**src/rtl/pipe_regfile_pkg.sv**
```systemverilog
// -----------------------------------------------------------------------------
// pipe_regfile_pkg
//   Shared definitions for the RV integer register file:
//   default data width and register count, ABI register indices, and a
//   helper that tells the register file which reset value each index takes.
// -----------------------------------------------------------------------------
package pipe_regfile_pkg;

   localparam int XLEN   = 32;
   localparam int NREG   = 32;
   localparam int REG_AW = $clog2(NREG);

   // ABI indices with special reset / read behaviour
   localparam int REG_ZERO = 0;
   localparam int REG_SP   = 2;
   localparam int REG_GP   = 3;

   // Which reset value a register takes
   typedef enum logic [1:0] {
      INIT_ZERO = 2'd0,
      INIT_SP   = 2'd1,
      INIT_GP   = 2'd2
   } init_sel_e;

   // Returns a selector rather than a value so the register file can keep
   // its own XLEN and SP/GP parameters.
   function automatic init_sel_e reg_init_sel(input int idx);
      init_sel_e sel;
      sel = INIT_ZERO;
      if (idx == REG_SP) sel = INIT_SP;
      else if (idx == REG_GP) sel = INIT_GP;
      else if (idx == REG_ZERO) sel = INIT_ZERO;
      return sel;
   endfunction

endpackage

```
**src/rtl/pipe_regfile_scoreboard.sv**
```systemverilog
// -----------------------------------------------------------------------------
// pipe_regfile_scoreboard
//   Pending-write tracker: one bit per register, set when an instruction
//   writing that register issues, cleared when its write-back arrives.
//   Ports:
//     clk, rst      clock, synchronous active-high reset
//     i_iss_en      issue strobe
//     i_iss_rd      destination of the issuing instruction
//     i_clr_en      write-back strobe
//     i_clr_rd      write-back destination
//     o_pend        pending vector, bit 0 always 0
// -----------------------------------------------------------------------------
module pipe_regfile_scoreboard #(
   parameter  int NREG = 32,
   localparam int AW   = $clog2(NREG)
) (
   input  logic            clk,
   input  logic            rst,
   input  logic            i_iss_en,
   input  logic [AW-1:0]   i_iss_rd,
   input  logic            i_clr_en,
   input  logic [AW-1:0]   i_clr_rd,
   output logic [NREG-1:0] o_pend
);

   logic [NREG-1:0] r_pend;
   logic [NREG-1:0] w_set;
   logic [NREG-1:0] w_clr;

   generate
      for (genvar gi = 0; gi < NREG; gi++) begin : g_dec
         if (gi == 0) begin : g_zero
            // x0 is never a real destination
            assign w_set[gi] = 1'b0;
            assign w_clr[gi] = 1'b0;
         end else begin : g_reg
            assign w_set[gi] = i_iss_en && (i_iss_rd == AW'(gi));
            assign w_clr[gi] = i_clr_en && (i_clr_rd == AW'(gi));
         end
      end
   endgenerate

   // Set is applied after clear: a same-cycle issue belongs to a newer
   // producer than the write-back, so the register stays pending.
   always_ff @(posedge clk) begin
      if (rst) r_pend <= '0;
      else     r_pend <= (r_pend & ~w_clr) | w_set;
   end

   assign o_pend = r_pend;

endmodule

```
**src/rtl/pipe_regfile.sv**
```systemverilog
// -----------------------------------------------------------------------------
// pipe_regfile
//   Integer register file with NRD registered read ports and one write port,
//   optional same-cycle write-to-read bypass, x0 hardwired to zero, sp/gp
//   initialised on reset, and a pending-write scoreboard for RAW detection.
//   Ports:
//     clk, rst      clock, synchronous active-high reset
//     i_rd_addr     NRD read addresses, port k at [k*AW +: AW]
//     o_rd_data     registered read data, port k at [k*XLEN +: XLEN]
//     o_rd_busy     comb: port k reads a register with an unresolved write
//     i_wr_en       write-back strobe
//     i_wr_addr     write destination
//     i_wr_data     write data
//     i_iss_en      issue strobe
//     i_iss_rd      destination of the issuing instruction
//     o_pend        scoreboard vector
// -----------------------------------------------------------------------------
module pipe_regfile
   import pipe_regfile_pkg::*;
#(
   parameter  int              XLEN    = pipe_regfile_pkg::XLEN,
   parameter  int              NREG    = pipe_regfile_pkg::NREG,
   parameter  int              NRD     = 2,
   parameter  int              BYPASS  = 1,
   parameter  logic [XLEN-1:0] SP_INIT = 32'h0000_01F4,
   parameter  logic [XLEN-1:0] GP_INIT = 32'h1000_0000,
   localparam int              AW      = $clog2(NREG)
) (
   input  logic                clk,
   input  logic                rst,
   input  logic [NRD*AW-1:0]   i_rd_addr,
   output logic [NRD*XLEN-1:0] o_rd_data,
   output logic [NRD-1:0]      o_rd_busy,
   input  logic                i_wr_en,
   input  logic [AW-1:0]       i_wr_addr,
   input  logic [XLEN-1:0]     i_wr_data,
   input  logic                i_iss_en,
   input  logic [AW-1:0]       i_iss_rd,
   output logic [NREG-1:0]     o_pend
);

   logic [XLEN-1:0] r_regs [NREG];
   logic [NREG-1:0] w_pend;
   logic            w_wr_ok;

   // Writes to x0 are dropped so storage for x0 stays at its reset zero
   assign w_wr_ok = i_wr_en && (i_wr_addr != '0);

   always_ff @(posedge clk) begin
      if (rst) begin
         for (int i = 0; i < NREG; i++) begin
            case (reg_init_sel(i))
               INIT_SP: r_regs[i] <= SP_INIT;
               INIT_GP: r_regs[i] <= GP_INIT;
               default: r_regs[i] <= '0;
            endcase
         end
      end else if (w_wr_ok) begin
         r_regs[i_wr_addr] <= i_wr_data;
      end
   end

   pipe_regfile_scoreboard #(
      .NREG (NREG)
   ) u_scoreboard (
      .clk      (clk),
      .rst      (rst),
      .i_iss_en (i_iss_en),
      .i_iss_rd (i_iss_rd),
      .i_clr_en (i_wr_en),
      .i_clr_rd (i_wr_addr),
      .o_pend   (w_pend)
   );

   assign o_pend = w_pend;

   generate
      for (genvar gi = 0; gi < NRD; gi++) begin : g_rd
         logic [AW-1:0]   w_raddr;
         logic            w_match;
         logic            w_hit;
         logic [XLEN-1:0] r_data;

         assign w_raddr = i_rd_addr[gi*AW +: AW];
         assign w_match = (BYPASS != 0) && i_wr_en && (i_wr_addr == w_raddr);
         assign w_hit   = w_match && (i_wr_addr != '0);

         always_ff @(posedge clk) begin
            if (rst)                  r_data <= '0;
            else if (w_raddr == '0)   r_data <= '0;
            else if (w_hit)           r_data <= i_wr_data;
            else                      r_data <= r_regs[w_raddr];
         end

         assign o_rd_data[gi*XLEN +: XLEN] = r_data;
         // A write landing this cycle satisfies the dependency when bypassed
         assign o_rd_busy[gi] = w_pend[w_raddr] && !w_match;
      end
   endgenerate

endmodule
```
**config.mk**
```make
export PLATFORM = sky130hd
export DESIGN_NAME = pipe_regfile
export DESIGN_NICKNAME = d
export VERILOG_FILES = /design/src/rtl/pipe_regfile_pkg.sv /design/src/rtl/pipe_regfile_scoreboard.sv /design/src/rtl/pipe_regfile.sv
export SDC_FILE = /design/constraint.sdc
export NUM_CORES = 2
export LEC_CHECK = 0
export BUFFER_PORTS_ARGS = -buffer_cell sky130_fd_sc_hd__buf_2
export CORE_MARGIN = 3
export CORE_UTILIZATION = 25
export CTS_CLUSTER_SIZE = 14
export DETAILED_ROUTE_END_ITERATION = 7
export SLEW_MARGIN = 20
export SYNTH_ARGS = -nofsm -noshare
export SYNTH_HDL_FRONTEND = slang
export SYNTH_SLANG_ARGS = --single-unit
```
**constraint.sdc**
```tcl
create_clock -name clk -period 4.8 [get_ports clk]
set_clock_uncertainty 0.05 [all_clocks]
set_input_delay 0 -clock clk [delete_from_list [all_inputs] [get_ports clk]]
set_output_delay 0 -clock clk [all_outputs]
set_load 0.05 [all_outputs]
```
==> reports/metrics.csv <==
stage,metric,value,unit
critical_path,rr_startpoint,r_regs[18][1]$_SDFFCE_PN0P_,
logic_synthesis,async_reset_ff_frac,0,
hold_path,min_path_cells,5,
cells_and_area,final_area,66800,sq um
critical_path,worstSetupPathType,reg -> out,
logic_synthesis,synth_compound_area_frac,0.0562,
critical_path,cpMostUsedCell,mux4_2,
clock_network,cts.repair.resized,0,
die,start_util,0.252,
critical_path,crit_fanout,4,
timing,rsz0062_at_grt,no,
logic_synthesis,synth_fa_ha_area_frac,0,
critical_path,r2r_end,g_rd[1].r_data[1]$_SDFF_PP0_,
die,dieWidth,485,um
timing,fin_crit,3.29,ns
critical_path,startpoint_type,flop,
clock_network,clock_sinks,1119,
critical_path,path_cells,mux4_2 -> mux4_2 -> mux2i_1 -> nor2_1 -> buf_2,
logic_synthesis,yosysSeqAreaShare,0.570,
route,wl_per_cell,28.7,um
logic_synthesis,synth_simple_gate_area_frac,0.125,
timing,setup_viol,0,
route,vias,36176,
logic_synthesis,synth_area_leader_cell,edfxtp_1,
logic_synthesis,synth_top_flop_cell,edfxtp_1,
route,first_iter_violations,4697,
timing,tns,0,ns
hold_path,hold_end,g_rd[1].r_data[8]$_SDFF_PP0_,
critical_path,worst-path-buf-inv,1,
clock_network,htreeDepth,4,
route,drt_wl_total,200,mm
global_route,antenna_found_initial,24,
global_route,grt_pass1_wl,280,mm
critical_path,crit_family,multiplexers,
cells_and_area,drive_gt1_frac,0.271,
critical_path,rr_worst_depth,5,
flow_run,maxCapViolCount,0,
logic_synthesis,yosys.area.top_type_share,0.537,
die,num_io_pins,154,
logic_synthesis,yosysMostFrequentCell,edfxtp_1,
global_route,grt_max_degree,73,
logic_synthesis,syn_inst,3758,
clock_network,post_cts_buffers,0,
logic_synthesis,ys_types,45,
power,vdd_drop_max,0.333,mV
route,drc_errors,1,
die,core-area,228000,sq um
hold_path,hold_start,i_rd_addr[7],
timing,period_share,0.685,
run_status,violations,design-rule violations,
logic_synthesis,synth_xor_area_frac,0.00153,
timing,finalHoldViolations,0,
power,p_per_area,364,nW/um^2
critical_path,cp.required,4.75,ns
clock_network,tritoncts,built,
logic_synthesis,yosys_register_bits,1119,
logic_synthesis,synth_mux_area_frac,0.214,
clock_network,clkTransAtPathRegs,0.05,ns
logic_synthesis,syn-cell-area,57300,sq um
global_route,track_usage,0.166,
clock_network,ctsHoldBuffers,56,
timing,slew_violations,0,
die,die_h,485,um
cells_and_area,syn2layout_area_growth,16.6,%
route,drt_first_pass_iters,8,
timing,fmax,304,MHz
critical_path,max_stage_delay,0.53,ns
route,detail-route-antenna-nets,0,
clock_network,cts_buffers,134,
timing,slew_headroom,0.219,
die,num_rows,175,
run_status,status,"finished, violations left",
cells_and_area,final_nets,3901,
clock_network,clock_latency,0.78,ns
logic_synthesis,synth_common_cells,"edfxtp_1, and2_1, mux4_2, clkbuf_1, a22oi_1",
die,dieArea,235000,sq um
critical_path,cp.arrival,3.24,ns
logic_synthesis,postSynthAreaPerCell,15.2,sq um
clock_network,clock_path_buffers,3,
logic_synthesis,netlist_top_cells_area,"edfxtp_1, mux4_2, and2_1",
hold_path,hold_class,in -> reg,
logic_synthesis,ys_warn_count,0,
critical_path,setup.worst_path.end_class,output pin,
critical_path,cpMaxStageDelayCell,mux4_2,
clock_network,cts_root_buf,clkbuf_16,
placement,placed_cell_area,62000,sq um
placement,dp_hpwl,124,mm
placement,io_buffers,152,
route,routed_via_density,5.19,
power,p_leak,22.2,nW
logic_synthesis,synth_edf_count,1024,
timing,worst_slew_pin_slew,1.17,ns
logic_synthesis,synth_top_family_by_area,multiplexers,
placement,gp_congestion,0.863,
global_route,grt_overflow_total,0,
critical_path,r2r_slack,2.33,ns
global_route,grt_pass1_vias,36955,
## registers in the layout, indices dropped and copies added, names as in the netlist
register / flops
u_scoreboard.o_pend: 31
r_regs: 1024
g_rd.r_data: 64
## metrics by stage
stage / std cells / hold WS (ns) / setup WS, ns / power [mW] / utilization
3_3_place_gp: 6658 / 0.360 / 1.69 / 14.4 / 0.272
6_report: 6977 / 0.0962 / 1.51 / 24.3 / 0.293
3_5_place_dp: 6662 / 0.374 / 1.74 / 14.5 / 0.272
2_1_floorplan: 3790 / 0.0680 / 1.05 / 13.4 / -
4_1_cts: 6964 / 0.00720 / 1.55 / 24.4 / 0.293
5_1_grt: 6971 / 0.0983 / 1.48 / 24.9 / 0.293
## kinds of logic after synthesis
kind of cell           count (synthesis)
AND/OR/NAND/NOR                     1191
flip-flops                          1119
multiplexers                         567
AO/OA/AOI/OAI                        449
buffers and inverters                421
XOR/XNOR                              10
other                                  1
## worst max path at each step
stage / start / end / slack, ns / cells past startpoint
global placement: i_rd_addr[1] / g_rd[0].r_data[5]$_SDFF_PP0_ / 1.69 / 6
CTS: u_scoreboard.o_pend[23]$_SDFF_PP0_ / o_rd_busy[0] / 1.55 / 5
finish: u_scoreboard.o_pend[23]$_SDFF_PP0_ / o_rd_busy[0] / 1.51 / 5
detailed placement: i_wr_addr[0] / r_regs[19][16]$_SDFFCE_PN0P_ / 1.74 / 5
global route: u_scoreboard.o_pend[23]$_SDFF_PP0_ / o_rd_busy[0] / 1.48 / 5
floorplan: i_wr_addr[0] / r_regs[19][0]$_SDFFCE_PN0P_ / 1.05 / 6
## layout make-up
| type | count | area, sq um |
|---|---|---|
| Antenna cell | 13 | 32.5 |
| Clock inverter | 56 | 429 |
| Fill cell | 22558 | 161000 |
| Tap cell | 3009 | 3760 |
| Clock buffer | 190 | 3780 |
| Timing Repair Buffer | 334 | 2620 |
| Inverter | 6 | 23.8 |
| Sequential cell | 1119 | 32700 |
| Multi-Input combinational cell | 2250 | 23500 |
## placed cells by master (no fill, tap or decap), drive strengths merged, types with 34 or more instances in the layout
master	Yosys	routed
nor2b	39	39
edfxtp	1024	1024
buf	132	278
o22ai	68	68
nor2	44	44
and2	987	987
a211oi	65	65
nor3	35	35
a21oi	34	34
dlygate4sd3	0	56
mux4	528	528
mux2i	37	37
dfxtp	95	95
nand2	52	52
clkinv	0	45
a22oi	129	129
o21ai	57	57
clkbuf	283	190
## power breakdown
part	switching (mW)	total, mW	leakage (nW)	internal [mW]
clock	4.21	9.93	2.05	5.72
sequential	0.317	11.5	10.5	11.2
combinational	1.75	2.85	9.66	1.10
## tightest hold or removal path: cells and delay by family
family / cells / cell delay (ns)
compound gates: 2 / 0.25
buf+inv: 1 / 0.19
simple gates: 2 / 0.33
## per-layer routing
layer,vias up,routed length (um),global-route usage
met3,382,23600,0.0547
li1,14791,-,-
met4,0,7880,0.0692
met1,18863,73500,0.206
met5,-,0,0
met2,2140,95100,0.266
(Power assumes the default switching activity.)
